## src/rtl/gan_param_loader.sv

```systemverilog
// gan_param_loader: valid/ready serial-in, parallel-out loader for the GAN
// weight/bias bank.
// Ports: clock/reset (async, active-low), reload (sync restart);
// s_data/s_valid/s_ready (input word stream); params (flat bank),
// params_valid (full frame held, drives GAN enable), load_idx (next slot),
// param_err (checksum mismatch).
// Optional feature: define PARAM_CHECKSUM_EN to expect a trailing
// modulo-2^WIDTH checksum word after the last parameter.
module gan_param_loader #(
  parameter int WIDTH      = 6,
  parameter int NUM_PARAMS = 73,
  parameter int IDX_W      = 7
) (
  input  logic                        clock,
  input  logic                        reset,
  input  logic                        reload,
  input  logic [WIDTH-1:0]            s_data,
  input  logic                        s_valid,
  output logic                        s_ready,
  output logic [NUM_PARAMS*WIDTH-1:0] params,
  output logic                        params_valid,
  output logic [IDX_W-1:0]            load_idx,
  output logic                        param_err
);

  localparam logic [2:0] S_IDLE  = 3'd0;
  localparam logic [2:0] S_LOAD  = 3'd1;
  localparam logic [2:0] S_DONE  = 3'd2;
`ifdef PARAM_CHECKSUM_EN
  localparam logic [2:0] S_CHECK = 3'd3;
  localparam logic [2:0] S_ERR   = 3'd4;
`endif

  localparam logic [IDX_W-1:0] LAST = IDX_W'(NUM_PARAMS - 1);

  logic [2:0]                  state_q, state_d;
  logic [IDX_W-1:0]            idx_q, idx_d;
  logic                        pv_q, pv_d;
  logic [NUM_PARAMS*WIDTH-1:0] bank_q, bank_d;
  logic                        xfer;
  logic                        ready_st;

`ifdef PARAM_CHECKSUM_EN
  logic [WIDTH-1:0]            sum_q, sum_d;
  logic                        err_q, err_d;

  assign ready_st  = (state_q == S_LOAD) || (state_q == S_CHECK);
  assign param_err = err_q;
`else
  assign ready_st  = (state_q == S_LOAD);
  assign param_err = 1'b0;
`endif

  // reload always wins over a handshake in the same cycle
  assign s_ready = ready_st && !reload;
  assign xfer    = s_valid && s_ready;

  always_comb begin
    state_d = state_q;
    idx_d   = idx_q;
    pv_d    = pv_q;
    bank_d  = bank_q;
`ifdef PARAM_CHECKSUM_EN
    sum_d   = sum_q;
    err_d   = err_q;
`endif
    if (reload && (state_q != S_IDLE)) begin
      state_d = S_LOAD;
      idx_d   = '0;
      pv_d    = 1'b0;
`ifdef PARAM_CHECKSUM_EN
      sum_d   = '0;
      err_d   = 1'b0;
`endif
    end else begin
      unique case (state_q)
        S_IDLE: state_d = S_LOAD;
        S_LOAD: begin
          if (xfer) begin
            bank_d[int'(idx_q)*WIDTH +: WIDTH] = s_data;
`ifdef PARAM_CHECKSUM_EN
            sum_d = sum_q + s_data;
`endif
            if (idx_q == LAST) begin
`ifdef PARAM_CHECKSUM_EN
              state_d = S_CHECK;
`else
              state_d = S_DONE;
              pv_d    = 1'b1;
`endif
            end else begin
              idx_d = idx_q + IDX_W'(1);
            end
          end
        end
`ifdef PARAM_CHECKSUM_EN
        S_CHECK: begin
          if (xfer) begin
            if (s_data == sum_q) begin
              state_d = S_DONE;
              pv_d    = 1'b1;
            end else begin
              state_d = S_ERR;
              err_d   = 1'b1;
            end
          end
        end
        S_ERR:  state_d = S_ERR;
`endif
        S_DONE: state_d = S_DONE;
        default: state_d = S_IDLE;
      endcase
    end
  end

  always_ff @(posedge clock or negedge reset) begin
    if (!reset) begin
      state_q <= S_IDLE;
      idx_q   <= '0;
      pv_q    <= 1'b0;
      bank_q  <= '0;
`ifdef PARAM_CHECKSUM_EN
      sum_q   <= '0;
      err_q   <= 1'b0;
`endif
    end else begin
      state_q <= state_d;
      idx_q   <= idx_d;
      pv_q    <= pv_d;
      bank_q  <= bank_d;
`ifdef PARAM_CHECKSUM_EN
      sum_q   <= sum_d;
      err_q   <= err_d;
`endif
    end
  end

  assign params       = bank_q;
  assign params_valid = pv_q;
  assign load_idx     = idx_q;

endmodule

```

## config.mk

```make
export PLATFORM = sky130hd
export DESIGN_NAME = gan_param_loader
export DESIGN_NICKNAME = d
export VERILOG_FILES = /design/src/rtl/gan_param_loader.sv
export SDC_FILE = /design/constraint.sdc
export NUM_CORES = 1
export LEC_CHECK = 0
export BUFFER_PORTS_ARGS = -buffer_cell sky130_fd_sc_hd__clkbuf_2
export CAP_MARGIN = 20
export CORE_MARGIN = 1
export CORE_UTILIZATION = 28
export DETAILED_ROUTE_END_ITERATION = 12
export GPL_TIMING_DRIVEN = 1
export MAX_ROUTING_LAYER = met4
export PLACE_DENSITY = 0.58
export SYNTH_ARGS = -nofsm -noshare
export SYNTH_HDL_FRONTEND = slang
export SYNTH_SLANG_ARGS = --single-unit
```

## constraint.sdc

```tcl
create_clock -name clock -period 9.1 [get_ports clock]
set_clock_uncertainty 0.2 [all_clocks]
set_input_delay 1.82 -clock clock [delete_from_list [all_inputs] [get_ports clock]]
set_output_delay 1.82 -clock clock [all_outputs]
set_load 0.05 [all_outputs]
```

==> results of run 1 <==
-- critical path, stage by stage (launching register included) --
cell,delay (ns)
dfrtp_1,0.77
inv_1,0.25
ha_1,0.41
nor2b_1,0.22
o21ai_0,0.15
a211oi_2,0.85
nand4_2,0.37
nor2_1,0.20
ha_1,0.28
nand3_1,0.73
nor4_4,1.08
buf_4,0.38
and2_1,0.19
mux2_2,0.35
-- state kept, by name (all words and copies together) (netlist names) --
| name | count |
|---|---|
| state_q | 2 |
| params | 438 |
| load_idx | 7 |
| params_valid | 1 |
-- routing by layer --
layer  GRT usage, %  up-vias  share of wire [%]
met2           35.0      691                 47
met3           5.71      174                7.8
met1           27.3     8539                 41
met4           8.10        0                4.0
li1               -     7102                  -
met5              -        -                  0
-- area by class of cell --
type | count | area [um2] | area share [%]
flip-flops and latches | 448 | 11200 | 43.5
multi-input cells | 1177 | 8790 | 34.1
repair buffers | 499 | 2700 | 10.5
clock buffers | 70 | 1440 | 5.59
well taps | 950 | 1190 | 4.62
clock inverters | 23 | 353 | 1.37
inverters | 15 | 56.3 | 0.219
diodes | 1 | 2.50 | 0.00972
-- logic make-up after synthesis --
kind of cell,after synthesis,synth area share [%]
AO/OA/AOI/OAI,240,7.72
XOR/XNOR,22,1.17
adder cells (fa/ha/maj),17,1.08
buffers and inverters,99,2.13
flip-flops,448,55.1
multiplexers,374,20.7
other,1,0.0184
AND/OR/NAND/NOR,523,12.2
-- final timing paths --
path	slack (ns)	cells after the start	endpoint
worst max-delay path	2.55	13	params[304]
worst min-delay path	0.30	1	params[392]
worst max register to register	2.55	13	params[304]
worst min register to register	0.30	1	params[392]
max in group asynchronous	5.90	2	params[0]
min in group asynchronous	1.10	1	params[333]
-- cells in the final DEF, fill, tap and decap left out, types with 14 or more instances in the layout --
cell type / Yosys / final
a21oi_1: 16 / 14
nor2_1: 150 / 146
nand4_1: 19 / 19
clkbuf_16: 0 / 53
buf_4: 4 / 34
o41ai_1: 28 / 28
nor3_1: 33 / 32
ha_1: 16 / 16
clkbuf_2: 0 / 455
o21ai_0: 110 / 109
and2_1: 18 / 18
inv_1: 14 / 14
dfrtp_1: 448 / 448
nand3_1: 38 / 38
mux2_2: 366 / 366
nand2_1: 198 / 198
o31ai_1: 18 / 18
-- power groups by stage --
stage                     Sequential, mW  Clock, mW  Combinational, mW
after floorplan                     2.12          0               1.22
after global placement              2.06          0               2.15
after detailed placement            2.06          0               2.17
after CTS                           2.03       2.26               2.18
after global routing                2.03       2.34               2.36
final                               2.03       2.20               2.26
==> out/metrics.cfg, run 1 <==
[pwr]
p_int_mw=3.80
p_sw_mw=2.69
p_sw_share_pct=41.5
p_comb_share_pct=34.8
fin_total_pwr_mw=6.49
p_per_area_nw_per_um2=252
ir_drop_mv=0.151
seqPwrFrac_pct=31.2
clock_power_share_pct=33.9
power.leakage_nw=12.8

[worst_setup_path]
cp-start-kind=flop
crit_arrival_ns=6.84
endpoint_kind=flop
crit_path_max_fanout=16
rr_startpoint=load_idx[2]
critPathKind=flop to flop
cp.required_ns=9.38
setup.worst_path.start=load_idx[2]

[layout]
finalNetCount=2220
fin_area_um2=25700
fillers=7144
area_growth_pct=26.4
stdcell_count=3183
utilization_pct=35.9
drive_gt1_share_pct=44.5

[logic_synthesis]
postSynthRegisterBits=448
synth_most_common_cell=dfrtp_1
yosysTopAreaCell=dfrtp_1
ys.flop_type=dfrtp_1
netlist_top_cells_area=dfrtp_1 55%, mux2_2 20%, nand2_1 3.6%
async_reset_ff_share_pct=100
avgSynthCellArea_um2=11.8
ys_top_cells_by_count=448 x dfrtp_1, 366 x mux2_2, 198 x nand2_1, 150 x nor2_1, 110 x o21ai_0
ys_types=74
ys_warn_count=0
seq_area_frac_synth_pct=55.1
synth_edf_count=0
netlist_area_um2=20400
syn_inst=1724
synth_top_area_share_pct=55.1
syn_nets=1751

[flow_run]
cap_violations=0

[floorplanning]
die_area_um2=73800
die_w_um=272
pin_count=458
die_h_um=272
initial_utilization_pct=28.4
core_area_um2=71700
rows=98

[route]
firstDrtPassIters=5
ant_nets=0
vias=16500
viasPerCell=5.19
wl_mm=81.4
wl_per_cell_um=25.6
drc=0
drt-initial-drc-count=1149

[sta]
final-hold-violation-count=0
drv_slew=0
worst_slack_ns=2.55
hold_slack_ns=0.296
fin_setup_tns_ns=0
setup_viol=0
finalCritPeriodShare_pct=72.0
worst_pin_slew_ns=1.28
slew_headroom_pct=14.9
rsz0062_at_grt=false
max_clock_freq_mhz=153
post-route-min-period_ns=6.55

[clocking]
h-tree-depth=2
root_buffer=clkbuf_16
cts_tree=done
cts_buffers=52
worstSkewPairLatency_ns=0.58
post_cts_resize_count=0
clk_pin_slew_worst_paths_ns=0.06
clockBufferDepth=3
cts_setup_buffers=0
cts_hold_buf=0
clock-sinks=448

[global_routing]
overflow=0
antenna_found_initial=0
grt_max_degree=189
grt_pass1_vias=16800
grt_usage_pct=22.2
grt_pass1_wl_mm=117

[placement]
portBuffers=456
gp_congestion=0.935
dpl_worst_slack_ns=2.67
hpwl_mm=60.5
post_dp_cell_area_um2=23900
placed_cells=3083

[run_status]
status=finished, final reports clean

[min_path]
hold_path_class=flop to flop
hold_start=params[392]

Power figures use the tool's default switching activity.
==> run 2: changes to the inputs <==
==> constraint.sdc (replaced) <==
create_clock -name clock -period 6.1 [get_ports clock]
set_clock_uncertainty 0.2 [all_clocks]
set_input_delay 1.22 -clock clock [delete_from_list [all_inputs] [get_ports clock]]
set_output_delay 1.22 -clock clock [all_outputs]
set_load 0.05 [all_outputs]
==> out/metrics.cfg, run 2 (synthesis gave the netlist of run 1 again) <==
[sta]
drv_slew=0
max_clock_freq_mhz=180
setup_viol=0
worst_pin_slew_ns=1.16
finalCritPeriodShare_pct=91.1
rsz0062_at_grt=false
fin_setup_tns_ns=0
hold_slack_ns=0.300
slew_headroom_pct=22.8
final-hold-violation-count=0
post-route-min-period_ns=5.56

[clocking]
h-tree-depth=2
post_cts_resize_count=0
cts_setup_buffers=0
cts_tree=done
root_buffer=clkbuf_16
clk_pin_slew_worst_paths_ns=0.06
cts_buffers=51
clock-sinks=448
clockBufferDepth=3
cts_hold_buf=0
worstSkewPairLatency_ns=0.59

[layout]
fin_area_um2=25900
largest_reg_flops=438
utilization_pct=36.1
drive_gt1_share_pct=45.2
multi_input_area_um2=8780
diodes=0
final_common_cell=clkbuf_2
regArea_um2=11200
fillers=7167
finalNetCount=2242
final_cell_mix=455 x clkbuf_2, 448 x dfrtp_1, 366 x mux2_2, 198 x nand2_1, 146 x nor2_1
area_growth_pct=27.0

[placement]
portBuffers=456
gp_congestion=0.939
hpwl_mm=61.4
post_dp_cell_area_um2=24000

[floorplanning]
pin_count=458
die_h_um=272
initial_utilization_pct=28.4
core_area_um2=71700
die_w_um=272
die_area_um2=73800
rows=98

[worst_setup_path]
endpoint_kind=flop
cp.required_ns=6.38
crit_arrival_ns=5.84
crit_path_max_fanout=16
critPathKind=flop to flop
cp-start-kind=flop

[route]
drc=0
firstDrtPassIters=5
wl_per_cell_um=25.3
drt-initial-drc-count=1276
vias=16400
wl_mm=81.3
viasPerCell=5.12
ant_nets=0

[run_status]
status=finished, final reports clean

[global_routing]
antenna_found_initial=0
grt_max_degree=138
grt_pass1_wl_mm=117
grt_usage_pct=22.2
grt_pass1_vias=16800
overflow=0

[min_path]
hold_path_class=flop to flop

[pwr]
power.leakage_nw=12.9
ir_drop_mv=0.262
p_per_area_nw_per_um2=376

[flow_run]
cap_violations=0

==> run 2: metrics by stage <==
| step | worst slack (ns) | std cells | power (mW) |
|---|---|---|---|
| 6_report | 0.540 | 3206 | 9.74 |
| 2_1_floorplan | 1.42 | 1724 | 4.99 |
| 4_1_cts | 0.460 | 3204 | 9.78 |
| 3_5_place_dp | 0.475 | 3110 | 6.43 |
| 3_3_place_gp | 0.695 | 3110 | 6.40 |
| 5_1_grt | 0.146 | 3206 | 10.1 |
==> run 2: area by class of cell <==
cell class                 instances  area share, %
tap                              950           4.60
inverter                          15          0.218
clock inverter                    24           1.42
sequential                       448           43.3
timing repair buffer             522           10.8
clock buffer                      70           5.64
multi-input combinational       1177           34.0
==> run 2: power breakdown <==
group	switching, mW	internal [mW]
Combinational	2.70	0.698
Clock	1.33	1.98
Sequential	0.0210	3.00
Total	4.05	5.69
==> run 2: path summary, 6_finish.rpt <==
kind | from | cells past startpoint | slack, ns | end
max | load_idx[2] | 13 | 0.54 | params[295]
min | params[392] | 1 | 0.30 | params[392]
max reg2reg | load_idx[2] | 13 | 0.54 | params[295]
min reg2reg | params[392] | 1 | 0.30 | params[392]
max in group asynchronous | reset | 2 | 3.72 | params[66]
min in group asynchronous | reset | 1 | 0.51 | params[45]
==> run 2: routing by layer <==
| metal | part of all wire (%) | vias to the layer above | wire length, um | track usage, % |
|---|---|---|---|---|
| met5 | 0 | - | 0 | - |
| met4 | 4.0 | 0 | 3210 | 8.23 |
| met3 | 7.6 | 161 | 6170 | 6.42 |
| met1 | 42 | 8490 | 34500 | 27.4 |
| li1 | - | 7159 | - | - |
| met2 | 46 | 607 | 37400 | 34.2 |
==> run 2: worst max-delay path, cell delays in order, from the launching register on <==
cell and delay, ns:
dfrtp_1 0.80, inv_1 0.25, ha_1 0.43, nor2b_1 0.09, o22a_1 0.24, xnor2_1 0.50
nand4_2 0.34, nor2_1 0.18, ha_1 0.28, nand3_1 0.36, nor4_4 1.03, buf_4 0.32
nand2_1 0.10, mux2_2 0.29
==> run 3: changes to the inputs <==
--- a/config.mk
+++ b/config.mk
@@ -9,10 +9,12 @@
 export CAP_MARGIN = 20
 export CORE_MARGIN = 1
 export CORE_UTILIZATION = 28
+export CTS_CLUSTER_SIZE = 16
 export DETAILED_ROUTE_END_ITERATION = 12
 export GPL_TIMING_DRIVEN = 1
 export MAX_ROUTING_LAYER = met4
 export PLACE_DENSITY = 0.58
+export RECOVER_POWER = 100
 export SYNTH_ARGS = -nofsm -noshare
 export SYNTH_HDL_FRONTEND = slang
 export SYNTH_SLANG_ARGS = --single-unit
==> out/metrics.cfg, run 3 (synthesis gave the netlist of run 1 again) <==
[run_status]
status=finished with violations
violations=max-capacitance violations, max-slew violations

[floorplanning]
rows=98
die_area_um2=73800
core_area_um2=71700
pin_count=458
die_h_um=272
initial_utilization_pct=28.4
die_w_um=272

[clocking]
cts_setup_buffers=0
post_cts_resize_count=0
cts_buffers=51
cts_hold_buf=0
root_buffer=clkbuf_16
clock-sinks=448
clk_pin_slew_worst_paths_ns=0.06
worstSkewPairLatency_ns=0.59
h-tree-depth=2
cts_tree=done
clockBufferDepth=3

[global_routing]
overflow=0
grt_pass1_vias=16800
grt_usage_pct=22.2
antenna_found_initial=0
grt_max_degree=138
grt_pass1_wl_mm=117

[route]
ant_nets=0
wl_mm=81.4
drc=0
wl_per_cell_um=25.4
drt-initial-drc-count=1289
wl_met1_mm=34.1
wl_met2_mm=37.3
firstDrtPassIters=5
vias=16500
top_layer=met4
viasPerCell=5.16
wl_met3_mm=6.57

[worst_setup_path]
cp.required_ns=6.38
cp-start-kind=flop
critPathKind=flop to flop
crit_arrival_ns=6.07
crit_path_max_fanout=16
endpoint_kind=flop
r2r_slack_ns=0.30

[placement]
hpwl_mm=61.4
placed_cells=3110
portBuffers=456
post_dp_cell_area_um2=24000
gp_congestion=0.939

[sta]
final-hold-violation-count=0
slew_headroom_pct=-99.1
post-route-min-period_ns=5.80
max_clock_freq_mhz=173
worst_pin_slew_ns=2.99
fin_setup_tns_ns=0
drv_slew=318
finalCritPeriodShare_pct=95.0
rsz0062_at_grt=false
setup_viol=0

[layout]
area_growth_pct=23.4
fin_area_um2=25100
utilization_pct=35.0
stdcell_count=3208
largest_reg_flops=438
final_common_cell=clkbuf_1
finalNetCount=2242
final_cell_mix=469 x clkbuf_1, 448 x dfrtp_1, 365 x mux2_2, 198 x nand2_1, 147 x nor2_1
drive_gt1_share_pct=24.3

[pwr]
power.leakage_nw=11.3
p_per_area_nw_per_um2=384
ir_drop_mv=0.263
fin_total_pwr_mw=9.66

[min_path]
hold_path_class=flop to flop

[flow_run]
cap_violations=3

-- run 3: cell types whose count changed in the layout (fill, tap and decap cells not counted), moves of 3 or more --
cell      before  now
clkbuf_1       8  469
clkbuf_2     455   24
buf_4         65   34
and2_0         0    7
and2_1        18   11
clkbuf_4       0    3
-- run 3: critical path: stages, from the launching register on --
cell and delay [ns]:
dfrtp_1 0.81, inv_1 0.25, ha_1 0.43, xor2_1 0.51, nand2_1 0.32, or3_1 0.54
xor2_1 0.98, nand4_1 0.47, clkbuf_2 0.48, nor2_1 0.32, mux2_2 0.37
-- run 3: power by group --
part | leakage (nW) | internal (mW) | switching [mW]
logic | 4.14 | 0.653 | 2.67
clock network | 0.877 | 1.98 | 1.33
registers | 6.25 | 3.00 | 0.0209
total | 11.3 | 5.64 | 4.02
-- run 3: area by class of cell --
type / count / area (um2)
Timing Repair Buffer: 522 / 2130
Antenna cell: 2 / 5.00
Multi-Input combinational cell: 1177 / 8720
Tap cell: 950 / 1190
Inverter: 15 / 56.3
Sequential cell: 448 / 11200
Clock inverter: 24 / 367
Fill cell: 7410 / 46600
Clock buffer: 70 / 1460
-- run 3: metal layers --
metal	up-vias	GRT usage, %
li1	7163	-
met1	8548	27.4
met2	657	34.2
met3	170	6.42
met4	0	8.23
met5	-	-
-- run 3: worst paths after layout --
check	startpoint	endpoint	depth (start not counted)
max reg2reg	load_idx[2]	params[272]	10
max	load_idx[2]	params[272]	10
min reg2reg	params[392]	params[392]	1
min	params[392]	params[392]	1
max in group asynchronous	reset	params[217]	2
min in group asynchronous	reset	params[45]	1
-- run 3: per-stage QoR --
step                setup slack, ns  hold WS, ns
floorplan                      1.42        0.366
global placement              0.695        0.279
detailed placement            0.475        0.281
CTS                           0.460        0.299
global route                 0.0820        0.314
finish                        0.304        0.300
